File: config.mk
export PLATFORM = sky130hd
export DESIGN_NAME = ldpc_parity_sched
export DESIGN_NICKNAME = d
export VERILOG_FILES = /design/src/rtl/ldpc_parity_sched.sv
export SDC_FILE = /design/constraint.sdc
export NUM_CORES = 1
export LEC_CHECK = 0
export ABC_AREA = 1
export CAP_MARGIN = 20
export CORE_MARGIN = 3
export CORE_UTILIZATION = 25
export CTS_CLUSTER_DIAMETER = 200
export DETAILED_ROUTE_END_ITERATION = 8
export PLACE_DENSITY = 0.52
export RECOVER_POWER = 50
export SYNTH_ARGS = -nofsm -noshare
export SYNTH_HDL_FRONTEND = slang
export SYNTH_SLANG_ARGS = --single-unit
File: constraint.sdc
create_clock -name clk -period 3.9 [get_ports clk]
set_input_delay 0.585 -clock clk [delete_from_list [all_inputs] [get_ports clk]]
set_output_delay 0.585 -clock clk [all_outputs]
set_load 0.1 [all_outputs]
File: src/rtl/ldpc_parity_sched.sv
// Column/beat scheduler for the LDPC parity encoder: it steps the datapath through
// the message columns, the gap columns, a flush, and the second-half accumulation.
module ldpc_parity_sched #(
    parameter int GAP_COLS = 4,
    parameter int COL_W    = 5,
    parameter int LEN_W    = 6
) (
    input  logic             clk,
    input  logic             reset,
    input  logic             start,
    input  logic [COL_W-1:0] max_col_count,
    input  logic [LEN_W-1:0] second_half_len,
    input  logic             cw_vector_valid,
    input  logic             gap_eval_done,
    input  logic             first_half_pc_eval_done,
    output logic [COL_W-1:0] current_col,
    output logic [COL_W-1:0] max_col_count_q,
    output logic             pc_first_half_eval_en,
    output logic             pc_second_half_eval_en,
    output logic             busy,
    output logic             done
);
    typedef enum logic [2:0] {
        IDLE, MSG_MUL, GAP_WAIT, GAP_MUL, FLUSH, SECOND_HALF, DONE
    } state_t;

    state_t           state, state_nxt;
    logic [LEN_W-1:0] second_half_len_q;
    logic [LEN_W-1:0] beat_cnt;
    logic             gap_rdy;

    // One extra bit so that max_col_count_q + GAP_COLS cannot wrap.
    logic [COL_W:0] col_ext, max_ext, gap_end;
    logic           beat, msg_last, gap_last, sh_last;

    assign col_ext  = {1'b0, current_col};
    assign max_ext  = {1'b0, max_col_count_q};
    assign gap_end  = max_ext + (COL_W+1)'(GAP_COLS);
    assign beat     = pc_first_half_eval_en | pc_second_half_eval_en;
    assign msg_last = col_ext == max_ext - (COL_W+1)'(1);
    assign gap_last = col_ext == gap_end - (COL_W+1)'(1);
    assign sh_last  = (beat_cnt + LEN_W'(1)) == second_half_len_q;

    always_ff @(posedge clk) begin
        if (reset) state <= IDLE;
        else       state <= state_nxt;
    end

    always_comb begin
        state_nxt = state;
        case (state)
            IDLE:        if (start) state_nxt = (max_col_count == '0) ? GAP_WAIT : MSG_MUL;
            MSG_MUL:     if (beat && msg_last) state_nxt = GAP_WAIT;
            GAP_WAIT:    if (gap_rdy || gap_eval_done) state_nxt = GAP_MUL;
            GAP_MUL:     if (beat && gap_last) state_nxt = FLUSH;
            FLUSH:       if (first_half_pc_eval_done)
                             state_nxt = (second_half_len_q == '0) ? DONE : SECOND_HALF;
            SECOND_HALF: if (beat && sh_last) state_nxt = DONE;
            DONE:        state_nxt = IDLE;
            default:     state_nxt = IDLE;
        endcase
    end

    always_comb begin
        busy                   = state != IDLE;
        done                   = state == DONE;
        pc_first_half_eval_en  = cw_vector_valid && (state == MSG_MUL || state == GAP_MUL);
        pc_second_half_eval_en = cw_vector_valid && (state == SECOND_HALF);
    end

    always_ff @(posedge clk) begin
        if (reset) begin
            current_col       <= '0;
            max_col_count_q   <= '0;
            second_half_len_q <= '0;
            beat_cnt          <= '0;
            gap_rdy           <= 1'b0;
        end else begin
            // Sticky so an early gap_eval_done is not lost before GAP_WAIT is reached.
            if (state == IDLE || state == DONE) gap_rdy <= 1'b0;
            else if (gap_eval_done)             gap_rdy <= 1'b1;

            case (state)
                IDLE: if (start) begin
                    max_col_count_q   <= max_col_count;
                    second_half_len_q <= second_half_len;
                    current_col       <= '0;
                end
                MSG_MUL, GAP_MUL: if (beat) current_col <= current_col + COL_W'(1);
                FLUSH: if (first_half_pc_eval_done) begin
                    current_col <= '0;
                    beat_cnt    <= '0;
                end
                SECOND_HALF: if (beat) begin
                    current_col <= current_col + COL_W'(1);
                    beat_cnt    <= beat_cnt + LEN_W'(1);
                end
                DONE: current_col <= '0;
                default: ;
            endcase
        end
    end
endmodule
==> results of run 1 <==
[worst max-delay path by stage]
stage / start / depth (start not counted) / endpoint / slack, ns
floorplan: max_col_count_q[0]$_SDFFE_PP0P_ / 12 / state[1]$_SDFFE_PP0P_ / 1.34
global placement: state[2]$_SDFFE_PP0P_ / 3 / done / 1.48
detailed placement: state[1]$_SDFFE_PP0P_ / 3 / done / 1.47
CTS: state[1]$_SDFFE_PP0P_ / 3 / done / 1.14
global route: state[1]$_SDFFE_PP0P_ / 3 / busy / 0.93
finish: state[1]$_SDFFE_PP0P_ / 3 / busy / 1.02
[critical path, delay by kind of cell (launching register included)]
kind                   cells  cell delay (ns)
DFF                        1             0.47
buffers and inverters      2             1.32
and+or+nand+nor            1             0.23
[cell type report]
type | count | area (um^2) | area share, %
sequential | 26 | 520.5 | 25.38
inverter | 38 | 142.6 | 6.955
tap | 77 | 96.34 | 4.698
multi-input combinational | 193 | 954.7 | 46.55
clock buffer | 3 | 41.29 | 2.013
timing repair buffer | 30 | 295.3 | 14.40
[sequential cells by signal (all words and copies together), names as in the netlist]
signal	count
max_col_count_q	5
current_col	5
beat_cnt	6
gap_rdy	1
state	3
second_half_len_q	6
[per-layer routing]
metal	part of all wire [%]	global-route usage (%)	wire, um	vias to the layer above
met2	44	18.36	1828	31
met5	0	0	0	-
met3	3.9	1.325	161	2
li1	-	-	-	909
met1	51	15.06	2125	734
met4	0.68	3.766	28	0
[where the power goes]
group	internal (W)	switching [W]	total, W
Combinational	0.000238	0.000617	0.000854
Sequential	0.000324	0.0000663	0.000391
Clock	0.0000692	0.0000849	0.000154
Total	0.000631	0.000768	0.00140
[per-stage QoR]
step	hold slack, ns	worst slack, ns	instance area, um^2	util [%]	total power, W
after floorplan	0.4473	1.338	1655	-	0.001073
after global placement	0.4620	1.477	2024	31.70	0.001262
after detailed placement	0.4657	1.467	2024	31.70	0.001261
after CTS	0.4795	1.137	2066	32.35	0.001424
after global routing	0.4953	0.9316	2051	32.11	0.001523
final	0.4799	1.022	2051	32.11	0.001399
[cell families after synthesis]
family / after synthesis / share of synthesized area, %
adder cells (fa/ha/maj): 3 / 2.268
flip-flops: 26 / 31.44
buffers and inverters: 43 / 9.977
AND/OR/NAND/NOR: 140 / 38.47
AO/OA/AOI/OAI: 47 / 16.25
XOR/XNOR: 3 / 1.588
[placed cells by master (no fill, tap or decap), types with 2 or more instances in the layout]
master / netlist / routed
o21ai_0: 12 / 13
nand4_1: 4 / 5
inv_2: 6 / 5
buf_4: 0 / 2
clkdlybuf4s50_1: 0 / 26
o21ai_1: 6 / 6
nor3b_1: 2 / 2
a21oi_1: 21 / 21
nor3_1: 3 / 3
xor2_1: 2 / 2
inv_1: 32 / 33
dfxtp_1: 26 / 26
nand2_2: 4 / 4
clkbuf_8: 0 / 3
nand2_1: 72 / 72
nor2_2: 4 / 4
dlygate4sd3_1: 0 / 2
ha_1: 3 / 3
nand3_1: 22 / 23
nor2_1: 22 / 22
==> results.yml, run 1 <==
yosys:
  synthTopCellsByCount: "nand2_1 (72), inv_1 (32), dfxtp_1 (26)"
  synth_top_area_share_pct: 31.44
  synth.most_common_cell: "nand2_1"
  syn-cell-area_um2: 1655
  synth_cells: 262
  ys_seq_area_share_pct: 31.44
  synth_edf_count: 0
  synth_nets: 282
  synth.distinct_cells: 33
  synth_area_leaders: "dfxtp_1 (31%), nand2_1 (16%), inv_1 (7.3%), nand3_1 (6.7%), a21oi_1 (6.3%)"
  yosysWarnings: 0
  ys_seq_elements: 26
  synth-main-ff-cell: "dfxtp_1"
  synth_top_cell_by_area: "dfxtp_1"
  synth.avg_cell_area_um2: 6.318
  async_flop_share_pct: 0
sta:
  hold_viol_final: 0
  drv_slew: 0
  worstMarginPinSlew_ns: 0.9712
  fin_crit_sh_pct: 73.79
  fmax_mhz: 347.5
  slew_headroom_pct: 35.05
  min_period_ns: 2.878
  timing.setup.tns_ns: 0
  rsz0062_at_grt: "no"
  setup_violations: 0
  fin_skew_ns: 0.01004
critical_path:
  cp-end-kind: "primary output"
  worstPathCellList: "inv_1 > nand3_1 > clkdlybuf4s50_1"
  path_max_fanout: 6
  worstSetupPathType: "flip-flop to primary output"
  cp_slowest_cell: "clkdlybuf4s50_1"
  worst-r2r-setup-slack_ns: 1.92
  r2r_end: "state[0]$_SDFFE_PP0P_"
  cp-start-kind: "flip-flop"
  cp_data_required_time_ns: 3.31
  crit_arrival_ns: 2.29
  reg2reg_from: "max_col_count_q[0]$_SDFFE_PP0P_"
  reg2reg_depth: 13
  max_stage_delay_ns: 1.18
floorplanning:
  start_util_pct: 25.92
  die_h_um: 87.37
  die_area_um2: 7634
  core_area_um2: 6386
  std_cell_rows: 29
  dieWidth_um: 87.37
  ios: 31
power_and_ir_drop:
  power_density_nw_per_um2: 682.3
  max-vdd-ir-drop_mv: 0.3920
  power_leakage_nw: 0.8625
clock_tree:
  post_cts_resized: 0
  insertion_delay_ns: 0.27
  cts_root_buf: "clkbuf_8"
  postCtsSetupBuffers: 0
  cts_max_level: 1
  cts_buffers: 3
  holdBufCountCts: 0
  cts.sinks: 26
  clk_pin_slew_ns: 0.10
  cts_tree: "yes"
  cts_buffer_depth: 2
place:
  placedCellCount: 364
  place.gp.congestion: 0.8174
  hpwl_mm: 3.253
  port_buffers: 30
hold_path:
  min_path_cells: 2
  holdPathEnd: "beat_cnt[5]$_SDFFE_PP0P_"
  hp-start: "beat_cnt[5]$_SDFFE_PP0P_"
  hold_class: "flip-flop to flip-flop"
route:
  vias_per_cell: 4.567
  post-route-drc-count: 0
  wl_per_cell_um: 11.29
  drtIter0Drc: 113
  ant_nets: 0
  vias: 1676
  wl_mm: 4.143
  drtPass1Iterations: 4
run_status:
  status: "finished, final reports clean"
grt:
  grt_max_degree: 21
  antenna_found_initial: 0
  grt_pass1_wl_mm: 6.782
  grt.total_usage_pct: 11.17
  overflow: 0
  grt_pass1_vias: 1466
finish:
  final_cells: 367
  drive_above_1_share_pct: 8.276
  fillers: 724
  syn2layout_area_growth_pct: 23.89
  diodes: 0
  nNetsFinal: 312
job:
  cap_viol_max_count: 0
No activity file was read; power rests on OpenSTA's default activity.
==> run 2, diff against run 1 <==
==> constraint.sdc (replaced) <==
create_clock -name clk -period 2.65 [get_ports clk]
set_input_delay 0.3975 -clock clk [delete_from_list [all_inputs] [get_ports clk]]
set_output_delay 0.3975 -clock clk [all_outputs]
set_load 0.1 [all_outputs]
==> run 2 against run 1 <==
Count of clock-buffer cells in the layout rose by 1. Cell count is 0.54% higher. Sequential power rose by 48%. Worst setup slack worse by 0.43 ns. Flip-flop and latch count unchanged. Critical endpoint is now max_col_count_q[3].
==> results.yml, run 2 (synthesis gave the netlist of run 1 again) <==
critical_path:
  worstPathCellList: "clkbuf_1"
  setup.worst_path.end: "max_col_count_q[3]"
  cp_slowest_cell: "clkbuf_1"
  crit_arrival_ns: 1.66
  worstSetupPathType: "flip-flop to primary output"
  cp.depth: 1
  cp-start-kind: "flip-flop"
  reg2reg_from: "max_col_count_q[0]$_SDFFE_PP0P_"
  max_stage_delay_ns: 0.90
  critPathTopFamily: "buffers and inverters"
  r2r_end: "state[1]$_SDFFE_PP0P_"
  worst-r2r-setup-slack_ns: 0.70
  reg2reg_depth: 13
  crit_buf_inv: 1
  cp_data_required_time_ns: 2.25
  cp-startpoint: "max_col_count_q[3]$_SDFFE_PP0P_"
  cp-end-kind: "primary output"
  path_max_fanout: 8
finish:
  layout_commonest_cell: "nand2_1"
  diodes: 0
  reg.largest.list: "beat_cnt (6), second_half_len_q (6)"
  syn2layout_area_growth_pct: 21.24
  drive_above_1_share_pct: 9.589
  fillers: 716
  nNetsFinal: 313
  final_cell_mix: "nand2_1 (73), inv_1 (32), dfxtp_1 (26), nand3_1 (23)"
route:
  top_layer: "met4"
  wl_mm: 4.231
  drtPass1Iterations: 4
  wl_met3_um: 189
  drt-met1-wl_mm: 2.160
  drtIter0Drc: 111
  post-route-drc-count: 0
  vias: 1704
  wl_per_cell_um: 11.47
  dr_wl_met2_mm: 1.833
  ant_nets: 0
  vias_per_cell: 4.618
clock_tree:
  post_cts_resized: 0
  postCtsSetupBuffers: 0
  insertion_delay_ns: 0.27
  cts.sinks: 26
  clk_pin_slew_ns: 0.09
  cts_buffer_depth: 2
  cts_root_buf: "clkbuf_8"
  cts_tree: "yes"
  cts_max_level: 1
  cts_buffers: 3
  holdBufCountCts: 0
power_and_ir_drop:
  power_leakage_nw: 0.8560
  power_density_nw_per_um2: 1017
  max-vdd-ir-drop_mv: 0.6885
sta:
  fin_skew_ns: 0.004365
  worst_slack_ns: 0.5971
  drv_slew: 0
  holdWs_ns: 0.4790
  rsz0062_at_grt: "no"
  fmax_mhz: 487.1
  slew_headroom_pct: 21.40
  worstMarginPinSlew_ns: 1.184
  min_period_ns: 2.053
  timing.setup.tns_ns: 0
  fin_crit_sh_pct: 77.47
  hold_viol_final: 0
  setup_violations: 0
grt:
  grt_pass1_vias: 1592
  grt_max_degree: 21
  antenna_found_initial: 0
  overflow: 0
  grt.total_usage_pct: 11.50
  grt_pass1_wl_mm: 7.258
floorplanning:
  core_area_um2: 6386
  ios: 31
  std_cell_rows: 29
  die_h_um: 87.37
  die_area_um2: 7634
  start_util_pct: 25.92
  dieWidth_um: 87.37
place:
  pre_cts_ws_ns: 0.6307
  place.gp.congestion: 0.8470
  hpwl_mm: 3.356
  port_buffers: 30
hold_path:
  hold_class: "flip-flop to flip-flop"
job:
  cap_viol_max_count: 0
run_status:
  status: "finished, final reports clean"
[run 2: through the flow]
stage	cells	total power (W)	cell area (um^2)	utilization, %
6_report	369	0.002041	2007	31.43
2_1_floorplan	262	0.001580	1655	-
3_3_place_gp	365	0.001856	2014	31.54
4_1_cts	369	0.002114	2069	32.41
3_5_place_dp	365	0.001849	2014	31.54
5_1_grt	369	0.002211	2007	31.43
[run 2: per-layer routing]
metal | vias up | GRT usage [%]
met4 | 0 | 2.929
li1 | 913 | -
met1 | 753 | 16.00
met5 | - | 0
met2 | 34 | 18.36
met3 | 4 | 1.892
[run 2: worst min-delay path by stage]
stage / from / depth (start not counted) / to / slack [ns]
floorplan: beat_cnt[5]$_SDFFE_PP0P_ / 2 / beat_cnt[5]$_SDFFE_PP0P_ / 0.45
global placement: beat_cnt[5]$_SDFFE_PP0P_ / 2 / beat_cnt[5]$_SDFFE_PP0P_ / 0.46
detailed placement: beat_cnt[5]$_SDFFE_PP0P_ / 2 / beat_cnt[5]$_SDFFE_PP0P_ / 0.47
CTS: beat_cnt[5]$_SDFFE_PP0P_ / 2 / beat_cnt[5]$_SDFFE_PP0P_ / 0.49
global route: beat_cnt[5]$_SDFFE_PP0P_ / 2 / beat_cnt[5]$_SDFFE_PP0P_ / 0.52
finish: beat_cnt[5]$_SDFFE_PP0P_ / 2 / beat_cnt[5]$_SDFFE_PP0P_ / 0.48
[run 2: power by group]
part	leakage, nW	internal, W	total, W	switching, W
clock network	0.0288	0.000133	0.000259	0.000127
registers	0.213	0.000477	0.000577	0.0000998
logic	0.615	0.000299	0.00120	0.000905
[run 2: layout make-up]
cell class	count	area [um^2]	area share [%]
repair buffers	31	247.7	12.34
inverters	38	142.6	7.107
flip-flops and latches	26	520.5	25.94
multi-input cells	193	944.7	47.07
well taps	77	96.34	4.801
clock buffers	4	55.05	2.743
